<file path="config.mk">
export PLATFORM = sky130hd
export DESIGN_NAME = rr_write_arbiter
export DESIGN_NICKNAME = d
export VERILOG_FILES = /design/src/rtl/rr_write_arbiter.sv
export SDC_FILE = /design/constraint.sdc
export NUM_CORES = 1
export LEC_CHECK = 0
export CORE_MARGIN = 8
export CORE_UTILIZATION = 37
export CTS_CLUSTER_DIAMETER = 150
export DETAILED_ROUTE_END_ITERATION = 12
export PLACE_DENSITY = 0.89
export SLEW_MARGIN = 5
export SYNTH_ARGS = -nofsm -noshare
export SYNTH_HDL_FRONTEND = slang
export SYNTH_SLANG_ARGS = --single-unit
</file>
<file path="constraint.sdc">
create_clock -name i_clk -period 5.46 [get_ports i_clk]
set_clock_uncertainty 0.05 [all_clocks]
set_input_delay 1.638 -clock i_clk [delete_from_list [all_inputs] [get_ports i_clk]]
set_output_delay 1.638 -clock i_clk [all_outputs]
set_load 0.01 [all_outputs]
</file>
<file path="src/rtl/rr_write_arbiter.sv">
// rr_write_arbiter
//   Shares one W-bit register-write port between N requesters. One requester
//   is granted at a time for a burst of beats. Its data is muxed onto the
//   shared port, and priority rotates to the next requester after each burst.
//
//   state | meaning
//   ------+-----------------------------------------------------------
//   IDLE  | no grant; pick the next requester round-robin from ptr
//   GRANT | one requester owns the port until last / HOLD_MAX / withdraw
//
// Ports
//   i_clk    clock, all state on the rising edge
//   i_rst_n  asynchronous active-low reset
//   i_req    per-requester request, held high while beats remain
//   i_last   per-requester last-beat flag, used only with an accepted beat
//   i_data   per-requester beat data, requester k at [k*W +: W]
//   i_ready  downstream accepts a beat this cycle
//   o_gnt    registered one-hot grant
//   o_valid  shared port carries a valid beat
//   o_data   shared port data (zero when not valid)
//   o_busy   high while in GRANT
module rr_write_arbiter #(
    parameter int N        = 4,
    parameter int W        = 10,
    parameter int HOLD_MAX = 8
) (
    input  logic           i_clk,
    input  logic           i_rst_n,
    input  logic [N-1:0]   i_req,
    input  logic [N-1:0]   i_last,
    input  logic [N*W-1:0] i_data,
    input  logic           i_ready,
    output logic [N-1:0]   o_gnt,
    output logic           o_valid,
    output logic [W-1:0]   o_data,
    output logic           o_busy
);

    localparam int PW = (N > 1) ? $clog2(N) : 1;
    localparam int CW = $clog2(HOLD_MAX + 1);

    typedef enum logic {
        S_IDLE  = 1'b0,
        S_GRANT = 1'b1
    } state_t;

    state_t          state_q, state_d;
    logic [PW-1:0]   ptr_q, ptr_d;
    logic [CW-1:0]   cnt_q, cnt_d;
    logic [N-1:0]    gnt_q, gnt_d;

    logic [PW-1:0]   gnt_idx;
    logic [PW-1:0]   pick_idx;
    logic            pick_found;
    logic            grantee_req;
    logic            grantee_last;
    logic [W-1:0]    data_mux;
    logic            release_c;

    // The grant is one-hot, so masking and OR-reducing selects the grantee's bits.
    assign grantee_req  = |(i_req & gnt_q);
    assign grantee_last = |(i_last & gnt_q);

    always_comb begin
        gnt_idx = '0;
        for (int k = 0; k < N; k++) begin
            if (gnt_q[k]) gnt_idx = PW'(k);
        end
    end

    always_comb begin
        data_mux = '0;
        for (int k = 0; k < N; k++) begin
            if (gnt_q[k] && i_req[k]) data_mux = i_data[k*W +: W];
        end
    end

    // Search ptr, ptr+1, ... wrapping at N; the first set request wins.
    always_comb begin
        pick_found = 1'b0;
        pick_idx   = '0;
        for (int i = 0; i < N; i++) begin
            if (!pick_found && i_req[(int'(ptr_q) + i) % N]) begin
                pick_found = 1'b1;
                pick_idx   = PW'((int'(ptr_q) + i) % N);
            end
        end
    end

    always_comb begin
        state_d   = state_q;
        ptr_d     = ptr_q;
        cnt_d     = cnt_q;
        gnt_d     = gnt_q;
        release_c = 1'b0;
        case (state_q)
            S_IDLE: begin
                if (pick_found) begin
                    gnt_d   = N'(1) << pick_idx;
                    cnt_d   = '0;
                    state_d = S_GRANT;
                end
            end
            S_GRANT: begin
                if (!grantee_req) begin
                    release_c = 1'b1;
                end else if (i_ready) begin
                    if (grantee_last || (cnt_q == CW'(HOLD_MAX - 1))) begin
                        release_c = 1'b1;
                    end else begin
                        cnt_d = cnt_q + 1'b1;
                    end
                end
            end
            default: state_d = S_IDLE;
        endcase
        if (release_c) begin
            gnt_d   = '0;
            cnt_d   = '0;
            ptr_d   = (gnt_idx == PW'(N - 1)) ? '0 : gnt_idx + 1'b1;
            state_d = S_IDLE;
        end
    end

    always_ff @(posedge i_clk or negedge i_rst_n) begin
        if (!i_rst_n) begin
            state_q <= S_IDLE;
            ptr_q   <= '0;
            cnt_q   <= '0;
            gnt_q   <= '0;
        end else begin
            state_q <= state_d;
            ptr_q   <= ptr_d;
            cnt_q   <= cnt_d;
            gnt_q   <= gnt_d;
        end
    end

    assign o_gnt   = gnt_q;
    assign o_valid = grantee_req;
    assign o_data  = data_mux;
    assign o_busy  = (state_q == S_GRANT);

endmodule
</file>
==> impl_metrics.ini, run 1 <==
[synthesis]
yosysSeqAreaShare = 0.290
yosys_warnings = 0
synthCells = 122
ys_ff_latch = 11
synth_flop_cell = dfrtp_1
ys_async_sr_fraction = 1.00
yosysTopAreaCell = dfrtp_1
synth.top_cell.area_share = 0.290
synth_edf_count = 0
syn_avg_cell_area_sq_um = 7.77
syn_area_sq_um = 948
ys_types = 33
synth.area.top_cells = dfrtp_1 29%, o21ai_0 14%, a221o_1 11%
synthesis.nets = 174

[worst_setup_path]
r2r-end = ptr_q[0]
cp_slowest_cell = clkdlybuf4s50_1
path_class = input pin to output port
cp-start-kind = input pin
slowest_delay_ns = 0.58
cp_num_cells = 8
required_ns = 3.77
worstSetupStartpoint = i_req[0]
arrival_ns = 3.53
r2r_start = o_gnt[3]
r2r_slack_ns = 3.33
critical_path_buf_inv_count = 3
critPathMaxFanout = 10
crit_end = o_data[8]
endpoint_kind = output port
path_cells = clkdlybuf4s50_1, nand2_1, nor2_1, buf_4, a221o_1, o21ai_0, o21ai_0, clkdlybuf4s50_1
cp_top_family = buffers and inverters
r2r_cells = 5

[grt]
first_global_vias = 1232
grtUsageTotal = 0.166
grt_overflow = 0
antenna_found_initial = 0
grt_pass1_wl_um = 5950
grt_max_degree = 23

[floorplan]
rows = 18
die_w_um = 66.6
dieArea_sq_um = 4440
core_region_area_sq_um = 2450
die_y_um = 66.6
num_io_pins = 67
start_util = 0.386

[detailed_routing]
ant_nets = 0
wl_per_cell_um = 17.4
vias_per_cell = 5.78
wl_um = 3820
firstDrtPassIters = 4
vias = 1271
drt_iter0_markers = 84
route.detailed.drc = 0

[place]
place_ws_ns = 0.136
gp_congestion = 0.902
port_buffers = 66
hpwlAfterDp_um = 3140
placed_area_sq_um = 1650

[clock_tree]
clk_latency_ns = 0.26
htreeDepth = 1
ctsResizeCount = 0
cts_sinks = 11
clk_pin_slew_ns = 0.07
postCtsHoldBufs = 0
clockBufferDepth = 2
post-cts-setup-buffers = 0
ctsRootBufferMaster = clkbuf_4
cts_made_buffers = 3
cts_tree = done

[finish]
final_cell_mix = 66 x clkdlybuf4s50_1, 27 x o21ai_0, 23 x nand2_1
final_area_sq_um = 1680
final_nets = 243
syn2layout_area_growth_pct = 76.9
antenna_cells = 0
final_common_cell = clkdlybuf4s50_1
drive_gt1_frac = 0.0632

[min_path]
hold_path_class = flop to flop

[sta]
max_freq_ghz = 0.192
setup_tns_ns = 0
fin_ws_ns = 0.246
maxSlewViolCount = 0
setup-violations-final = 0
rsz0062_at_grt = no
period_needed_ns = 5.21
min_period_over_period = 0.955
hold_violations = 0
slew_headroom = 0.572
worst_pin_slew_ns = 0.637

[outcome]
status = finished clean

[pwr]
irDropWorstVdd_mv = 0.297
leakagePower_nw = 0.654
powerDensity_nw_per_um2 = 373

[job]
max_cap_viol_count = 0
-- registers in the layout (all words and copies together), names as in the netlist --
register / flops
cnt_q: 4
o_gnt: 4
ptr_q: 2
o_busy: 1
-- layout make-up --
type | instances | area [sq um]
flip-flops and latches | 11 | 275
multi-input cells | 101 | 637
repair buffers | 69 | 683
clock buffers | 4 | 26.3
fillers | 215 | 777
inverters | 5 | 18.8
well taps | 30 | 37.5
-- Yosys cell counts, types with 2 or more instances --
cell,instances
o21ai_0,27
nand2_1,23
dfrtp_1,11
a221o_1,10
a21oi_1,6
clkbuf_1,5
inv_1,5
and2_1,3
nand3_1,3
a22o_1,2
mux2i_1,2
nand2b_1,2
nor2_1,2
xor2_1,2
-- per-stage QoR --
stage | hold slack (ns) | util | total power, mW | cells
after floorplan | 0.423 | - | 0.375 | 122
after global placement | 0.442 | 0.672 | 0.560 | 216
after detailed placement | 0.462 | 0.672 | 0.572 | 216
after CTS | 0.475 | 0.683 | 0.629 | 220
after global routing | 0.517 | 0.683 | 0.673 | 220
final | 0.480 | 0.683 | 0.627 | 220
-- cell families after synthesis --
group,Yosys count,synth area share
multiplexers,3,0.0369
adder cells (fa/ha/maj),1,0.0132
AND/OR/NAND/NOR,42,0.226
XOR/XNOR,2,0.0185
buffers and inverters,10,0.0396
flip-flops,11,0.290
AO/OA/AOI/OAI,53,0.376
-- metal layers --
| metal | vias up | routed length [um] | track usage |
|---|---|---|---|
| li1 | 600 | - | - |
| met1 | 600 | 1790 | 0.217 |
| met2 | 69 | 1590 | 0.266 |
| met3 | 2 | 438 | 0.0470 |
| met4 | 0 | 4 | 0.0240 |
| met5 | - | 0 | 0 |
-- worst min path at each step --
| stage | slack [ns] | endpoint | from | depth (start not counted) |
|---|---|---|---|---|
| finish | 0.48 | cnt_q[0] | cnt_q[0] | 1 |
| global route | 0.52 | cnt_q[0] | cnt_q[0] | 1 |
| CTS | 0.47 | cnt_q[0] | cnt_q[0] | 1 |
| detailed placement | 0.46 | cnt_q[0] | cnt_q[0] | 1 |
| global placement | 0.44 | cnt_q[1] | cnt_q[1] | 2 |
| floorplan | 0.42 | cnt_q[1] | cnt_q[1] | 2 |
-- power breakdown --
group / switching [mW] / total, mW / internal, mW
clock: 0.0265 / 0.0548 / 0.0282
combinational: 0.176 / 0.413 / 0.237
sequential: 0.0487 / 0.158 / 0.110
total: 0.251 / 0.627 / 0.375
No activity file was read; power rests on OpenSTA's default activity.
==> run 2, diff against run 1 <==
Settings changed: ABC_AREA from default to 0.
==> results of run 2 <==
Same layout as run 1: the final DEF is identical, and so are final timing and power.
